===== src/rtl/aud_pkg.sv =====
// aud_pkg: shared audio widths and recorder state encoding
package aud_pkg;
  localparam int AUD_DATA_W = 16;
  localparam int AUD_ADDR_W = 20;
  typedef enum logic [2:0] {S_IDLE, S_WAIT, S_SHIFT, S_WRITE, S_PAUSE, S_FULL} rec_state_t;
endpackage


===== src/rtl/aud_i2s_recorder_if.sv =====
// aud_i2s_recorder_if: control, I2S input and storage-write bus of the recorder
interface aud_i2s_recorder_if import aud_pkg::*; #(
  parameter int DATA_W = AUD_DATA_W,
  parameter int ADDR_W = AUD_ADDR_W
);
  logic i_start, i_pause, i_stop, i_lrc, i_data;
  logic [ADDR_W-1:0] o_address, o_len;
  logic [DATA_W-1:0] o_data;
  logic o_we, o_full, o_busy;
  modport master (output i_start, i_pause, i_stop, i_lrc, i_data,
                  input o_address, o_len, o_data, o_we, o_full, o_busy);
  modport slave  (input i_start, i_pause, i_stop, i_lrc, i_data,
                  output o_address, o_len, o_data, o_we, o_full, o_busy);
endinterface


===== src/rtl/aud_i2s_deser.sv =====
// aud_i2s_deser: LRCK fall detect and MSB-first left-word shifter, held idle by clear
module aud_i2s_deser import aud_pkg::*; #(
  parameter int DATA_W = AUD_DATA_W
) (
  input  logic              i_clk,
  input  logic              i_rst,
  input  logic              i_clear,
  input  logic              i_lrc,
  input  logic              i_data,
  output logic              o_frame_start,
  output logic              o_word_valid,
  output logic [DATA_W-1:0] o_word
);
  localparam int CW = $clog2(DATA_W);
  logic lrc_q, armed_q, armed_d;
  logic [CW-1:0] cnt_q, cnt_d;
  logic [DATA_W-2:0] sh_q, sh_d;
  assign o_frame_start = lrc_q & ~i_lrc;
  assign o_word = {sh_q, i_data};
  assign o_word_valid = armed_q && cnt_q == CW'(DATA_W - 1);
  // Arming on the fall edge itself skips the I2S one-BCLK delay slot
  always_comb begin
    armed_d = i_clear ? 1'b0 : armed_q ? ~o_word_valid : o_frame_start;
    cnt_d = (i_clear || !armed_q) ? '0 : cnt_q + 1'b1;
    sh_d = armed_q ? o_word[DATA_W-2:0] : sh_q;
  end
  always_ff @(posedge i_clk) begin
    if (i_rst) begin
      lrc_q <= 1'b1;
      armed_q <= 1'b0;
      cnt_q <= '0;
      sh_q <= '0;
    end else begin
      lrc_q <= i_lrc;
      armed_q <= armed_d;
      cnt_q <= cnt_d;
      sh_q <= sh_d;
    end
  end
endmodule


===== src/rtl/aud_i2s_recorder.sv =====
// aud_i2s_recorder: left-channel I2S capture with start/pause/stop control and linear storage addressing
module aud_i2s_recorder import aud_pkg::*; #(
  parameter int                DATA_W   = AUD_DATA_W,
  parameter int                ADDR_W   = AUD_ADDR_W,
  parameter logic [ADDR_W-1:0] MAX_ADDR = '1
) (
  input logic i_clk,
  input logic i_rst,
  aud_i2s_recorder_if.slave bus
);
  rec_state_t state_q, state_d;
  logic [ADDR_W-1:0] addr_q, addr_d, len_q, len_d;
  logic [DATA_W-1:0] data_q, data_d, word;
  logic we_q, we_d, full_q, full_d, busy_q, busy_d;
  logic clear, frame_start, word_valid, at_max;
  assign clear = !(state_q == S_WAIT || state_q == S_SHIFT);
  assign at_max = addr_q == MAX_ADDR;
  aud_i2s_deser #(.DATA_W(DATA_W)) u_deser (
    .i_clk         (i_clk),
    .i_rst         (i_rst),
    .i_clear       (clear),
    .i_lrc         (bus.i_lrc),
    .i_data        (bus.i_data),
    .o_frame_start (frame_start),
    .o_word_valid  (word_valid),
    .o_word        (word)
  );
  always_comb begin
    state_d = state_q;
    addr_d = addr_q;
    len_d = len_q;
    case (state_q)
      S_IDLE: if (bus.i_start) begin
        state_d = S_WAIT;
        addr_d = '0;
        len_d = '0;
      end
      S_WAIT:  state_d = bus.i_stop ? S_IDLE : bus.i_pause ? S_PAUSE : frame_start ? S_SHIFT : S_WAIT;
      S_SHIFT: state_d = bus.i_stop ? S_IDLE : bus.i_pause ? S_PAUSE : word_valid ? S_WRITE : S_SHIFT;
      // The write always completes; stop or pause only choose where it goes next
      S_WRITE: begin
        len_d = len_q + 1'b1;
        addr_d = at_max ? addr_q : addr_q + 1'b1;
        state_d = bus.i_stop ? S_IDLE : at_max ? S_FULL : bus.i_pause ? S_PAUSE : S_WAIT;
      end
      S_PAUSE: state_d = bus.i_stop ? S_IDLE : bus.i_pause ? S_PAUSE : bus.i_start ? S_WAIT : S_PAUSE;
      S_FULL:  state_d = bus.i_stop ? S_IDLE : S_FULL;
      default: state_d = S_IDLE;
    endcase
    data_d = state_d == S_WRITE ? word : data_q;
    we_d = state_d == S_WRITE;
    full_d = state_d == S_FULL;
    busy_d = state_d != S_IDLE;
  end
  always_ff @(posedge i_clk) begin
    if (i_rst) begin
      state_q <= S_IDLE;
      addr_q <= '0;
      len_q <= '0;
      data_q <= '0;
      we_q <= 1'b0;
      full_q <= 1'b0;
      busy_q <= 1'b0;
    end else begin
      state_q <= state_d;
      addr_q <= addr_d;
      len_q <= len_d;
      data_q <= data_d;
      we_q <= we_d;
      full_q <= full_d;
      busy_q <= busy_d;
    end
  end
  assign bus.o_address = addr_q;
  assign bus.o_len = len_q;
  assign bus.o_data = data_q;
  assign bus.o_we = we_q;
  assign bus.o_full = full_q;
  assign bus.o_busy = busy_q;
endmodule


===== src/flat_wrapper.sv =====
// flat-port wrapper written by rule: the top's interface ports become plain ports
module aud_i2s_recorder_flat import aud_pkg::*;
#(
  parameter int                DATA_W   = AUD_DATA_W,
  parameter int                ADDR_W   = AUD_ADDR_W,
  parameter logic [ADDR_W-1:0] MAX_ADDR = '1
)
  (i_clk, i_rst, bus_i_start, bus_i_pause, bus_i_stop, bus_i_lrc, bus_i_data, bus_o_address, bus_o_len, bus_o_data, bus_o_we, bus_o_full, bus_o_busy);
  aud_i2s_recorder_if #(.DATA_W(DATA_W), .ADDR_W(ADDR_W)) bus_i ();
  input logic i_clk;
  input logic i_rst;
  input wire logic [$bits(bus_i.i_start)-1:0] bus_i_start;
  input wire logic [$bits(bus_i.i_pause)-1:0] bus_i_pause;
  input wire logic [$bits(bus_i.i_stop)-1:0] bus_i_stop;
  input wire logic [$bits(bus_i.i_lrc)-1:0] bus_i_lrc;
  input wire logic [$bits(bus_i.i_data)-1:0] bus_i_data;
  output wire logic [$bits(bus_i.o_address)-1:0] bus_o_address;
  output wire logic [$bits(bus_i.o_len)-1:0] bus_o_len;
  output wire logic [$bits(bus_i.o_data)-1:0] bus_o_data;
  output wire logic [$bits(bus_i.o_we)-1:0] bus_o_we;
  output wire logic [$bits(bus_i.o_full)-1:0] bus_o_full;
  output wire logic [$bits(bus_i.o_busy)-1:0] bus_o_busy;
  assign bus_i.i_start = bus_i_start;
  assign bus_i.i_pause = bus_i_pause;
  assign bus_i.i_stop = bus_i_stop;
  assign bus_i.i_lrc = bus_i_lrc;
  assign bus_i.i_data = bus_i_data;
  assign bus_o_address = bus_i.o_address;
  assign bus_o_len = bus_i.o_len;
  assign bus_o_data = bus_i.o_data;
  assign bus_o_we = bus_i.o_we;
  assign bus_o_full = bus_i.o_full;
  assign bus_o_busy = bus_i.o_busy;
  aud_i2s_recorder #(.DATA_W(DATA_W), .ADDR_W(ADDR_W), .MAX_ADDR(MAX_ADDR)) u_core (.i_clk(i_clk), .i_rst(i_rst), .bus(bus_i));
endmodule

===== config.mk =====
export PLATFORM = sky130hd
export DESIGN_NAME = aud_i2s_recorder_flat
export DESIGN_NICKNAME = d
export VERILOG_FILES = /design/src/rtl/aud_pkg.sv /design/src/rtl/aud_i2s_recorder_if.sv /design/src/rtl/aud_i2s_deser.sv /design/src/rtl/aud_i2s_recorder.sv /design/src/flat_wrapper.sv
export SDC_FILE = /design/constraint.sdc
export NUM_CORES = 1
export LEC_CHECK = 0
export ABC_AREA = 1
export BUFFER_PORTS_ARGS = -buffer_cell sky130_fd_sc_hd__buf_2
export CORE_AREA = 2 2 86 88
export DETAILED_ROUTE_END_ITERATION = 7
export DIE_AREA = 0 0 88 90
export GPL_ROUTABILITY_DRIVEN = 0
export PLACE_DENSITY = 0.8
export SLEW_MARGIN = 20
export SYNTH_ARGS = -nofsm -noshare
export SYNTH_HDL_FRONTEND = slang
export SYNTH_SLANG_ARGS = --single-unit

===== constraint.sdc =====
create_clock -name i_clk -period 4.4 [get_ports i_clk]
set_input_delay 0 -clock i_clk [delete_from_list [all_inputs] [get_ports i_clk]]
set_output_delay 0 -clock i_clk [all_outputs]
set_load 0.01 [all_outputs]

-- Yosys cells after proc, flatten, opt, wreduce, memory -nomap -nowiden
Cells that the tools add are included.
- register bits: 83
- latch bits: 0
- bits in writable memories: 0
- ROM bits: 0
- input bits: 7
- output and inout bits: 59
- word-level logic and storage cells: 61
- memories: 0
- add/sub/neg operators: 3
- multipliers: 0
- div/mod/pow operators: 0
- order comparisons: 0
- equal/unequal tests: 11
- shift-type cells: 0
- mux-type cells: 20
- bitwise gates (word level): 4
- reductions and logical operators: 12
- operator list (operator ; number):
    $pmux 20 s2 ; 2
    $add 20x1->20 const B ; 2
    $mux 20 ; 2
    $mux 3 ; 12
    $eq 20x20->1 const B ; 1
    $pmux 3 s6 ; 1
    $eq 3x2->1 const B ; 3
    $eq 3x3->1 const B ; 3
    $add 4x1->4 const B ; 1
    $eq 4x4->1 const B ; 1
    $ne 2x2->1 const B ; 2
    $reduce_or 2->1 ; 2
    $eq 3x1->1 const B ; 1
    $logic_not 3->1 ; 1
    $not 1->1 ; 3
    $reduce_and 3->1 ; 1
    $reduce_bool 3->1 ; 1
    $logic_not 1->1 ; 2
    $logic_or 1x1->1 ; 2
    $mux 1 ; 2
    $mux 2 ; 1
    $reduce_and 2->1 ; 1
    $reduce_bool 2->1 ; 1
    $and 1x1->1 ; 1
    $logic_and 1x1->1 ; 1

-- Logic depth before layout (Yosys ltp)
Gate-level depths: netlist (run 1).
- depth after elaboration: 7
- mapped depth: 12
- mapped depth without buffers: 12

-- By module
A second synthesis (run 1) with hierarchy kept.
- cells, all modules: 598
- area, all modules: 4058.9 µm²
- by module, submodules not included (module ; instances ; cells an instance ; area each (µm²)):
    aud_i2s_recorder ; 1 ; 498 ; 3246.9
    aud_i2s_deser ; 1 ; 100 ; 812.0

-- Least setup slack after synthesis (run 1)
OpenSTA, ideal clock, no wires.
- path type: reg-to-reg
- start point: register u_core.addr_q[0] (netlist: u_core.bus.o_address[0])
- end point: register u_core.addr_q[4] (netlist: u_core.bus.o_address[4])
- library setup time: 0.113 ns
- arrival time: 1.664 ns
- setup slack: 2.623 ns
- stages on the path, launching flop included: 13
- path buffers: 0
- clock period less this slack: 1.777 ns
- cells stage by stage: dfxtp_1 -> ha_1 -> inv_2 -> nor2_2 -> nand2_2 -> nor2_4 -> nand3_2 -> nand2_4 -> inv_2 -> nand2_1 -> nand2_1 -> nand2_1 -> nor2_1
- longest elaborated chain between the ends: 3
- elaborated cells between the ends (all ways): 6
- those cells by class: add/sub (1); eq/ne (2); mux (2); reduce/logical (1)
- ends and longest elaborated chain (item ; line ; RTL):
    start: declaration ; aud_i2s_recorder.sv:12 ; logic [ADDR_W-1:0] addr_q, addr_d, len_q, len_d;
    start signal: assignment ; aud_i2s_recorder.sv:66 ; addr_q <= addr_d;
    $add 20x1->20 or $eq 20x20->1 (tied branches) ; aud_i2s_recorder.sv:43, aud_i2s_recorder.sv:17 ;
    $mux 20 or $ne 2x2->1 (tied branches) ; -- ;
    $pmux 20 s2 or $reduce_and 3->1 (tied branches) ; -- ;
Parallel ways exist; a longest one is shown, timed or not. The select of a mux whose other input is x is not followed.
A chain may end at the register's enable or synchronous reset.

-- Worst setup path in the final report (run 1)
- start point: register u_core.u_deser.armed_q
- end point: register u_core.data_q[2] (netlist: u_core.bus.o_data[2])
- longest elaborated chain between the ends: 6
- ends and longest elaborated chain (item ; line ; RTL):
    start: declaration ; aud_i2s_deser.sv:15 ; logic lrc_q, armed_q, armed_d;
    start signal: assignment ; aud_i2s_deser.sv:35 ; armed_q <= armed_d;
    $logic_and 1x1->1 ; aud_i2s_deser.sv:20 ; assign o_word_valid = armed_q && cnt_q == CW'(DATA_W - 1);
    $mux 1 ; aud_i2s_recorder.sv:39 ; S_SHIFT: state_d = bus.i_stop ? S_IDLE : bus.i_pause ? S_PAUSE : word_valid ? S_WRITE : S_SHIFT;
    $mux 3 (2 in series) ; aud_i2s_recorder.sv:39 ;
    $pmux 3 s6 ; aud_i2s_recorder.sv:32 ; case (state_q)
    $eq 3x2->1 ; aud_i2s_recorder.sv:50 ; data_d = state_d == S_WRITE ? word : data_q;
    end signal: assignment ; aud_i2s_recorder.sv:68 ; data_q <= data_d;
    end: declaration ; aud_i2s_recorder.sv:13 ; logic [DATA_W-1:0] data_q, data_d, word;
Every way passes these cells.

==> flow_metrics.tcl, run 1 <==
set metrics [dict create \
    critPathKind "reg -> reg" \
    critical_path_buf_inv_count 2 \
    coreArea_um2 7020 \
    synth_top_cells_by_area "dfxtp_1 41%, nand2_1 10%, nor2_1 8.4%" \
    dieArea_um2 7920 \
    period_share_pct 50.78 \
    layout_common_cells "113 x nand2_1, 90 x nor2_1, 83 x dfxtp_1" \
    crit_chain "inv_1 -> nor4_4 -> buf_4 -> nor2_1 -> a211oi_1" \
    drt_drc_violations_left 0 \
    holdCritPathClass "in -> reg" \
    peakVddDrop_mv 0.2227 \
    seq_area_frac_synth_pct 41.13 \
    synthToLayoutAreaGrowth_pct 14.40 \
    grt_antenna_before_repair 0 \
    path_delay_family "flip-flops" \
    slew_headroom_pct 35.50 \
    rsz0062_at_grt "no" \
    nNetsFinal 651 \
    slew_violations 0 \
    final_hold_viol_count 0 \
    sw_frac_of_total_pct 24.68 \
    fin_crit_ns 2.234 \
    clkLatencyLatePin_ns 0.36 \
    synth.largest_area_cell "dfxtp_1" \
    finalInstanceArea_um2 4622 \
    p_comb_share_pct 4.7 \
    yosysTopAreaCellShare_pct 41.13 \
    final_common_cell "nand2_1" \
    worstSetupStartpointType "flip-flop" \
    num_vias 3998 \
    yosysWarnings 0 \
    drt_wl_total_um 9798 \
    portBuffers 65 \
    root_buffer "clkbuf_8" \
    setup_tns_ns 0 \
    via_per_inst 5.366 \
    numCtsBuffers 9 \
    antenna_cells 0 \
    die_height_um 90 \
    num_rows 31 \
    grt_overflow 0 \
    clock.fmax_ghz 0.4475 \
    p_leak_nw 1.864 \
    grt_usage_pct 25.67 \
    cts_setup_buffers 0 \
    cap_violations 0 \
    first_global_vias 3693 \
    grt_pass1_wl_um 16450 \
    htree_levels 3 \
    power.switching_uw 332.2 \
    avgSynthCellArea_um2 6.954 \
    cts_tree "built" \
    start_util_pct 57.55 \
    syn_area_um2 4040 \
    ys_ff_latch 83 \
    crit_required_ns 4.66 \
    grt_max_degree 47 \
    endpoint_kind "flip-flop" \
    clk_path_buf_depth 2 \
    setup_viol_count_final 0 \
    powerDensity_nw_per_um2 291.3 \
    place_area_um2 4404 \
    arrival_ns 2.49 \
    cp_max_fo 34 \
    critPathMaxStageDelay_ns 0.97 \
    fin_skew_ns 0.01129 \
    firstDrtPassIters 5 \
    internal_power_mw 1.014 \
    power_frac_seq_pct 56.7 \
    drt_iter0_drc 235 \
    ant_nets 0 \
    worstMarginPinSlew_ns 0.9662 \
    dp_hpwl_um 6899 \
    num_io_pins 66 \
    syn_inst 581 \
    die_w_um 88 \
    path_clk_slew_ns 0.09 \
    clkPwrFrac_pct 38.5 \
    status "finished, final reports clean" \
    final_layout_size_suffix_gt1_share_pct 17.18 \
    yosysUniqueCellTypes 42 \
    cts_sinks 83 \
    syn-num-nets 591 \
    cp_slowest_cell "dfxtp_1" \
    cts_resized 0 \
    avgRoutedWirePerCell_um 13.15 \
]
## per-stage QoR
step	utilization (%)	hold slack, ns	cells	setup WS [ns]	power [mW]
2_1_floorplan	-	0.09663	581	2.623	0.8283
3_3_place_gp	62.73	0.1909	726	2.278	0.8398
3_5_place_dp	62.73	0.1941	726	2.218	0.8420
4_1_cts	65.84	0.05335	745	2.177	1.356
5_1_grt	65.84	0.1063	745	1.888	1.397
6_report	65.84	0.07316	745	2.166	1.346
## state kept, by name, summed over array words and instances, names as in the netlist
name / count
u_core.u_deser.lrc_q: 1
u_core.u_deser.sh_q: 15
u_core.bus.o_full: 1
u_core.bus.o_data: 16
u_core.u_deser.cnt_q: 4
u_core.bus.o_we: 1
u_core.state_q: 3
u_core.bus.o_busy: 1
u_core.u_deser.armed_q: 1
u_core.bus.o_address: 20
u_core.bus.o_len: 20
## tightest hold or removal path, cell delays in order
cell and delay, ns:
buf_2 0.12, nand2_1 0.07, nand2_1 0.10, a21oi_1 0.07
## cell type report
class,instances,area (µm²)
Timing Repair Buffer,70,370.4
Fill cell,624,2399
Sequential cell,83,1662
Tap cell,99,123.9
Clock buffer,12,155.1
Clock inverter,4,32.53
Multi-Input combinational cell,406,2012
Inverter,71,266.5
## path summary, 6_finish.rpt
| check | start | end | slack [ns] | depth (start not counted) |
|---|---|---|---|---|
| worst max-delay path | u_core.u_deser.armed_q | u_core.bus.o_data[2] | 2.17 | 5 |
| worst min-delay path | bus_i_pause | u_core.state_q[0] | 0.07 | 4 |
| worst min register to register | u_core.u_deser.sh_q[13] | u_core.u_deser.sh_q[14] | 0.47 | 2 |
| worst max register to register | u_core.u_deser.armed_q | u_core.bus.o_data[2] | 2.17 | 5 |
## cells by family after synthesis
| logic type | share of synthesized area, % |
|---|---|
| buffers and inverters | 9.074 |
| and+or+nand+nor | 32.27 |
| AOI/OAI and AO/OA | 15.30 |
| DFF | 41.13 |
| adders and majority gates | 0.9292 |
| xor gates and xnor gates | 1.301 |
## cells in the mapped netlist
master	count
nand2_1	113
nor2_1	90
dfxtp_1	83
inv_1	67
nand3_1	47
a21oi_1	38
o21ai_0	28
a211oi_1	16
nand4_1	16
clkbuf_1	14
nor3_1	6
a21oi_2	5
nand2_2	5
nor2_2	5
buf_2	4
xor2_1	4
ha_1	3
inv_2	3
o21bai_1	3
or2_2	3
a221oi_1	2
a22oi_1	2
nand2_4	2
nand3_2	2
o22ai_1	2
xnor2_1	2
a211oi_2	1
a21boi_0	1
a31o_2	1
a31oi_1	1
and3_1	1
buf_4	1
buf_8	1
clkbuf_2	1
clkinv_1	1
nor2_4	1
nor3b_1	1
nor4_1	1
nor4_4	1
o21a_1	1
o21ai_1	1
o311ai_0	1
## layer usage
layer  track usage [%]  up-vias  share of wire [%]
met5                 0        -                  0
met4             8.077        0                1.1
met3             5.234       12                5.4
met2             43.81      130                 49
met1             32.00     1834                 44
li1                  -     2022                  -
## power by group through the flow
| stage | Sequential, mW | Combinational, mW | Clock [mW] |
|---|---|---|---|
| 4_1_cts | 0.764 | 0.0636 | 0.529 |
| 6_report | 0.764 | 0.0638 | 0.519 |
| 5_1_grt | 0.765 | 0.0715 | 0.561 |
| 3_5_place_dp | 0.781 | 0.0611 | 0 |
| 3_3_place_gp | 0.781 | 0.0591 | 0 |
| 2_1_floorplan | 0.779 | 0.0494 | 0 |
## what timing repair did
action | CTS | global route
hold endpoints to repair | 4 | 0
hold buffers | 3 | 0
setup endpoints to repair | 0 | 0
Note: power is estimated with default switching activity, not from simulation.
==> run 2: changes to the inputs <==
--- a/config.mk
+++ b/config.mk
@@ -7,11 +7,11 @@
 export LEC_CHECK = 0
 export ABC_AREA = 1
 export BUFFER_PORTS_ARGS = -buffer_cell sky130_fd_sc_hd__buf_2
-export CORE_AREA = 2 2 86 88
+export CORE_AREA = 2 2 88 90
 export DETAILED_ROUTE_END_ITERATION = 7
-export DIE_AREA = 0 0 88 90
+export DIE_AREA = 0 0 90 92
 export GPL_ROUTABILITY_DRIVEN = 0
-export PLACE_DENSITY = 0.8
+export PLACE_DENSITY = 0.76
 export SLEW_MARGIN = 20
 export SYNTH_ARGS = -nofsm -noshare
 export SYNTH_HDL_FRONTEND = slang
==> constraint.sdc (replaced) <==
create_clock -name i_clk -period 2.3 [get_ports i_clk]
set_input_delay 0 -clock i_clk [delete_from_list [all_inputs] [get_ports i_clk]]
set_output_delay 0 -clock i_clk [all_outputs]
set_load 0.01 [all_outputs]
==> run 2 against run 1 <==
Net effect:
- critical path type unchanged
- global-route usage decreased by 2.1 points
- sequential share of layout area decreased by 0.40 points
- first-iteration DRC count increased by 3.4%
- combinational power increased by 97%
- sequential power increased by 91%
- worst hold slack got worse by 0.054 ns
- sequential cell count unchanged
- clock skew decreased by 0.0044 ns
- critical path depth increased by 6
- design area increased by 1.1%
- highest routed layer unchanged
==> flow_metrics.tcl, run 2 (synthesis results as in run 1) <==
set metrics [dict create \
    antenna_cells 0 \
    timing.rr.start "u_core.bus.o_address[1]" \
    grt_antenna_before_repair 0 \
    dieArea_um2 8280 \
    grt_max_degree 34 \
    root_buffer "clkbuf_8" \
    synthToLayoutAreaGrowth_pct 15.70 \
    cts_tree "built" \
    worstSetupStartpointType "flip-flop" \
    drt_iter0_drc 243 \
    period_share_pct 89.07 \
    worstMarginPinSlew_ns 0.5074 \
    grt_usage_pct 23.60 \
    portBuffers 65 \
    powerDensity_nw_per_um2 577.2 \
    clock.fmax_ghz 0.4881 \
    die_w_um 90 \
    cap_violations 0 \
    fin_skew_ns 0.006917 \
    cts_sinks 83 \
    num_vias 4002 \
    critPathKind "reg -> reg" \
    layout_common_cells "113 x nand2_1, 90 x nor2_1, 83 x dfxtp_1" \
    setup_viol_count_final 0 \
    path_clk_slew_ns 0.09 \
    drt_drc_violations_left 0 \
    p_leak_nw 1.900 \
    avgRoutedWirePerCell_um 12.63 \
    arrival_ns 2.34 \
    worst_path_most_repeated_cell "nor2_1" \
    status "finished, final reports clean" \
    clk_path_buf_depth 2 \
    grt_overflow 0 \
    critPathMaxStageDelay_ns 0.38 \
    final_layout_size_suffix_gt1_share_pct 18.00 \
    peakVddDrop_mv 0.4266 \
    firstDrtPassIters 6 \
    die_height_um 92 \
    via_per_inst 5.322 \
    num_rows 32 \
    cts_setup_buffers 0 \
    slew_violations 0 \
    start_util_pct 54.25 \
    cp_max_fo 19 \
    cts_resized 0 \
    timing.rr.end "u_core.bus.o_address[17]" \
    numCtsBuffers 9 \
    fin_crit_ns 2.049 \
    first_global_vias 3644 \
    grt_pass1_wl_um 16190 \
    crit_required_ns 2.59 \
    rrSetupSlack_ns 0.25 \
    ant_nets 0 \
    final_hold_viol_count 0 \
    cp_slowest_cell "dfxtp_1" \
    nNetsFinal 655 \
    min_path_cells 4 \
    setup_tns_ns 0 \
    holdCritPathClass "in -> reg" \
    endpoint_kind "flip-flop" \
    crit_chain "ha_1 -> inv_2 -> nor2_2 -> nand2_2 -> nor2_4 -> nand3_2 -> nand2_4 -> inv_2 -> nor2_1 -> nor2_1 -> nor2_1" \
    clkLatencyLatePin_ns 0.36 \
    rsz0062_at_grt "no" \
    drt_wl_total_um 9497 \
    htree_levels 3 \
    dp_hpwl_um 6663 \
    fin_hold_ws_ns 0.01867 \
    num_io_pins 66 \
    final_common_cell "nand2_1" \
    coreArea_um2 7447 \
    worstHoldEndpoint "u_core.state_q[0]" \
    r2r_cells 11 \
    slew_headroom_pct 66.18 \
    min_from "bus_i_stop" \
]
-- run 2: final cells by class --
class,count,area (µm²)
Clock buffer,10,137.6
Clock inverter,6,71.32
Fill cell,699,2773
Inverter,71,266.5
Multi-Input combinational cell,406,2012
Sequential cell,83,1662
Tap cell,102,127.6
Timing Repair Buffer,74,397.9
-- run 2: how the worst max path moves through the flow --
| stage | from | endpoint | slack, ns | cells after the start |
|---|---|---|---|---|
| after global routing | u_core.bus.o_address[1] | u_core.bus.o_address[4] | 0.08 | 12 |
| after detailed placement | u_core.bus.o_address[1] | u_core.bus.o_address[4] | 0.33 | 12 |
| final | u_core.bus.o_address[1] | u_core.bus.o_address[17] | 0.25 | 11 |
| after floorplan | u_core.bus.o_address[0] | u_core.bus.o_address[4] | 0.52 | 12 |
| after global placement | u_core.bus.o_address[1] | u_core.bus.o_address[4] | 0.43 | 12 |
| after CTS | u_core.bus.o_address[1] | u_core.bus.o_address[4] | 0.32 | 12 |
-- run 2: repair_timing --
item	in CTS	in global routing
hold buffers	2	0
endpoints found under the hold margin	3	0
endpoints found under the setup margin	0	0
-- run 2: where the power goes --
| group | internal [mW] | switching, mW | leakage, nW | total, mW |
|---|---|---|---|---|
| Clock | 0.545 | 0.571 | 0.105 | 1.12 |
| Combinational | 0.0340 | 0.0918 | 1.13 | 0.126 |
| Sequential | 1.45 | 0.00669 | 0.670 | 1.46 |
| Total | 2.03 | 0.669 | 1.90 | 2.70 |
-- run 2: layer usage --
metal | global-route usage, % | share of wire, % | vias up
met5 | 0 | 0 | -
met4 | 12.05 | 2.6 | 0
met3 | 4.519 | 7.3 | 22
met2 | 37.91 | 45 | 155
met1 | 30.38 | 45 | 1791
li1 | - | - | 2034
-- run 2: metrics by stage --
stage | instances | power, mW | worst slack [ns] | area (µm²) | utilization (%)
6_report | 752 | 2.698 | 0.2514 | 4674 | 62.77
5_1_grt | 752 | 2.792 | 0.07934 | 4674 | 62.77
4_1_cts | 752 | 2.712 | 0.3207 | 4674 | 62.77
3_5_place_dp | 734 | 1.613 | 0.3343 | 4446 | 59.69
3_3_place_gp | 734 | 1.610 | 0.4316 | 4446 | 59.69
2_1_floorplan | 581 | 1.585 | 0.5229 | 4040 | -
-- run 2: worst max-delay path, delay by kind of cell (launching register included) --
kind | cells | cell delay, ns
buffers and inverters | 2 | 0.21
flip-flops | 1 | 0.38
AND/OR/NAND/NOR | 8 | 1.07
adder cells (fa/ha/maj) | 1 | 0.29
==> run 3: changes to the inputs <==
--- a/config.mk
+++ b/config.mk
@@ -7,9 +7,11 @@
 export LEC_CHECK = 0
 export ABC_AREA = 1
 export BUFFER_PORTS_ARGS = -buffer_cell sky130_fd_sc_hd__buf_2
-export CORE_AREA = 2 2 88 90
+export CELL_PAD_IN_SITES_DETAIL_PLACEMENT = 1
+export CELL_PAD_IN_SITES_GLOBAL_PLACEMENT = 1
+export CORE_AREA = 2 2 104 106
 export DETAILED_ROUTE_END_ITERATION = 7
-export DIE_AREA = 0 0 90 92
+export DIE_AREA = 0 0 106 108
 export GPL_ROUTABILITY_DRIVEN = 0
 export PLACE_DENSITY = 0.76
 export SLEW_MARGIN = 20
==> run 3 against run 2 <==
Net effect:
- clock power fell by 12%
- first-iteration DRC count fell by 35%
- largest cell class unchanged
- clock-buffer cell count grew 1
- utilization down 16 points
- register-to-register slack better by 0.04 ns
- highest routed layer unchanged
- die area is 38% higher
- total power decreased by 4.7%
==> flow_metrics.tcl, run 3 (synthesis results as in run 1) <==
set metrics [dict create \
    status "finished, final reports clean" \
    first_global_vias 4076 \
    layout_common_cells "113 x nand2_1, 90 x nor2_1, 83 x dfxtp_1" \
    arrival_ns 2.27 \
    grt_pass1_wl_um 19580 \
    p_total_mw 2.570 \
    cts_sinks 83 \
    finalInstanceArea_um2 4748 \
    start_util_pct 39.49 \
    grt_max_degree 46 \
    avgRoutedWirePerCell_um 14.71 \
    setup_tns_ns 0 \
    cts_resized 0 \
    path_delay_family "simple AND/OR/NAND/NOR gates" \
    via_per_inst 5.157 \
    worst_path_most_repeated_cell "nand2_1" \
    slew_violations 0 \
    num_rows 37 \
    cts_setup_buffers 0 \
    worstSetupStartpointType "flip-flop" \
    setup_viol_count_final 0 \
    peakVddDrop_mv 0.2279 \
    place_area_um2 4541 \
    grt_antenna_before_repair 0 \
    fillers 1378 \
    drt_iter0_drc 158 \
    clk_path_buf_depth 2 \
    clkLatencyLatePin_ns 0.36 \
    coreArea_um2 10230 \
    path_clk_slew_ns 0.09 \
    cts_hold_buf 3 \
    grt_usage_pct 21.30 \
    nNetsFinal 663 \
    place_inst 775 \
    slew_headroom_pct 62.27 \
    root_buffer "clkbuf_8" \
    numCtsBuffers 9 \
    antenna_cells 0 \
    crit_required_ns 2.56 \
    p_leak_nw 1.931 \
    cap_violations 0 \
    final_hold_viol_count 0 \
    grt_overflow 0 \
    fin_skew_ns 0.01140 \
    num_vias 4095 \
    powerDensity_nw_per_um2 541.3 \
    die_height_um 108 \
    worstMarginPinSlew_ns 0.5659 \
    final_common_cell "nand2_1" \
    period_share_pct 87.24 \
    dieArea_um2 11450 \
    cts_tree "built" \
    clock.fmax_ghz 0.4984 \
    holdCritPathClass "in -> reg" \
    portBuffers 65 \
    endpoint_kind "flip-flop" \
    htree_levels 3 \
    crit_chain "ha_1 -> inv_2 -> nor2_2 -> nand2_2 -> nor2_4 -> nand3_2 -> nand2_4 -> inv_2 -> nand2_1 -> nand2_1 -> nand2_1 -> nor2_1" \
    critical_path_buf_inv_count 2 \
    ant_nets 0 \
    critPathMaxStageDelay_ns 0.37 \
    synthToLayoutAreaGrowth_pct 17.53 \
    rsz0062_at_grt "no" \
    instances_no_fill 794 \
    die_w_um 106 \
    cp_max_fo 19 \
    fin_hold_ws_ns 0.05955 \
    final_layout_size_suffix_gt1_share_pct 18.69 \
    fin_crit_ns 2.006 \
    cp_slowest_cell "dfxtp_1" \
    dp_hpwl_um 8616 \
    critPathKind "reg -> reg" \
    num_io_pins 66 \
    drt_wl_total_um 11680 \
    firstDrtPassIters 4 \
    drt_drc_violations_left 0 \
]
[run 3: cell types whose count changed in the layout (fill, tap and decap cells not counted), sizes merged]
cell and change:
buf +7, dlygate4sd3 +1, clkinvlp -1, inv -2, clkinv +3, clkbuf +1
bufinv -1
[run 3: worst register-to-register path: stages, from the launching register on]
cell and delay [ns]:
dfxtp_1 0.37, ha_1 0.29, inv_2 0.08, nor2_2 0.19, nand2_2 0.12, nor2_4 0.13
nand3_2 0.11, nand2_4 0.25, inv_2 0.14, nand2_1 0.10, nand2_1 0.05, nand2_1 0.05
nor2_1 0.04
[run 3: power by group]
part,internal [mW],switching (mW)
sequential,1.45,0.00704
combinational,0.0352,0.0970
clock,0.427,0.554
[run 3: final timing paths]
check                                from                 endpoint  slack, ns  cells after the start
setup / recovery  u_core.bus.o_address[1]  u_core.bus.o_address[4]       0.29                     12
hold reg to reg   u_core.u_deser.cnt_q[0]  u_core.u_deser.cnt_q[0]       0.46                      1
setup reg to reg  u_core.bus.o_address[1]  u_core.bus.o_address[4]       0.29                     12
hold / removal                bus_i_pause        u_core.state_q[0]       0.06                      4
[run 3: per-stage QoR]
step | util [%] | worst slack (ns)
after detailed placement | 44.38 | 0.2941
after global placement | 44.38 | 0.3691
final | 46.41 | 0.2935
after CTS | 46.41 | 0.2878
after global routing | 46.41 | 0.08771
after floorplan | - | 0.5229
[run 3: area by class of cell]
type	instances	area (µm²)	area share, %
timing repair buffer	82	460.4	9.697
clock inverter	5	36.28	0.7642
tap	136	170.2	3.584
sequential	83	1662	34.99
clock buffer	11	141.4	2.978
multi-input combinational	406	2012	42.37
inverter	71	266.5	5.613
[run 3: routing by layer]
layer	vias up	global-route usage, %	share of wire [%]
li1	2048	-	-
met1	1974	28.32	48
met2	56	35.67	48
met3	17	2.893	2.8
met4	0	7.519	1.8
met5	-	0	0
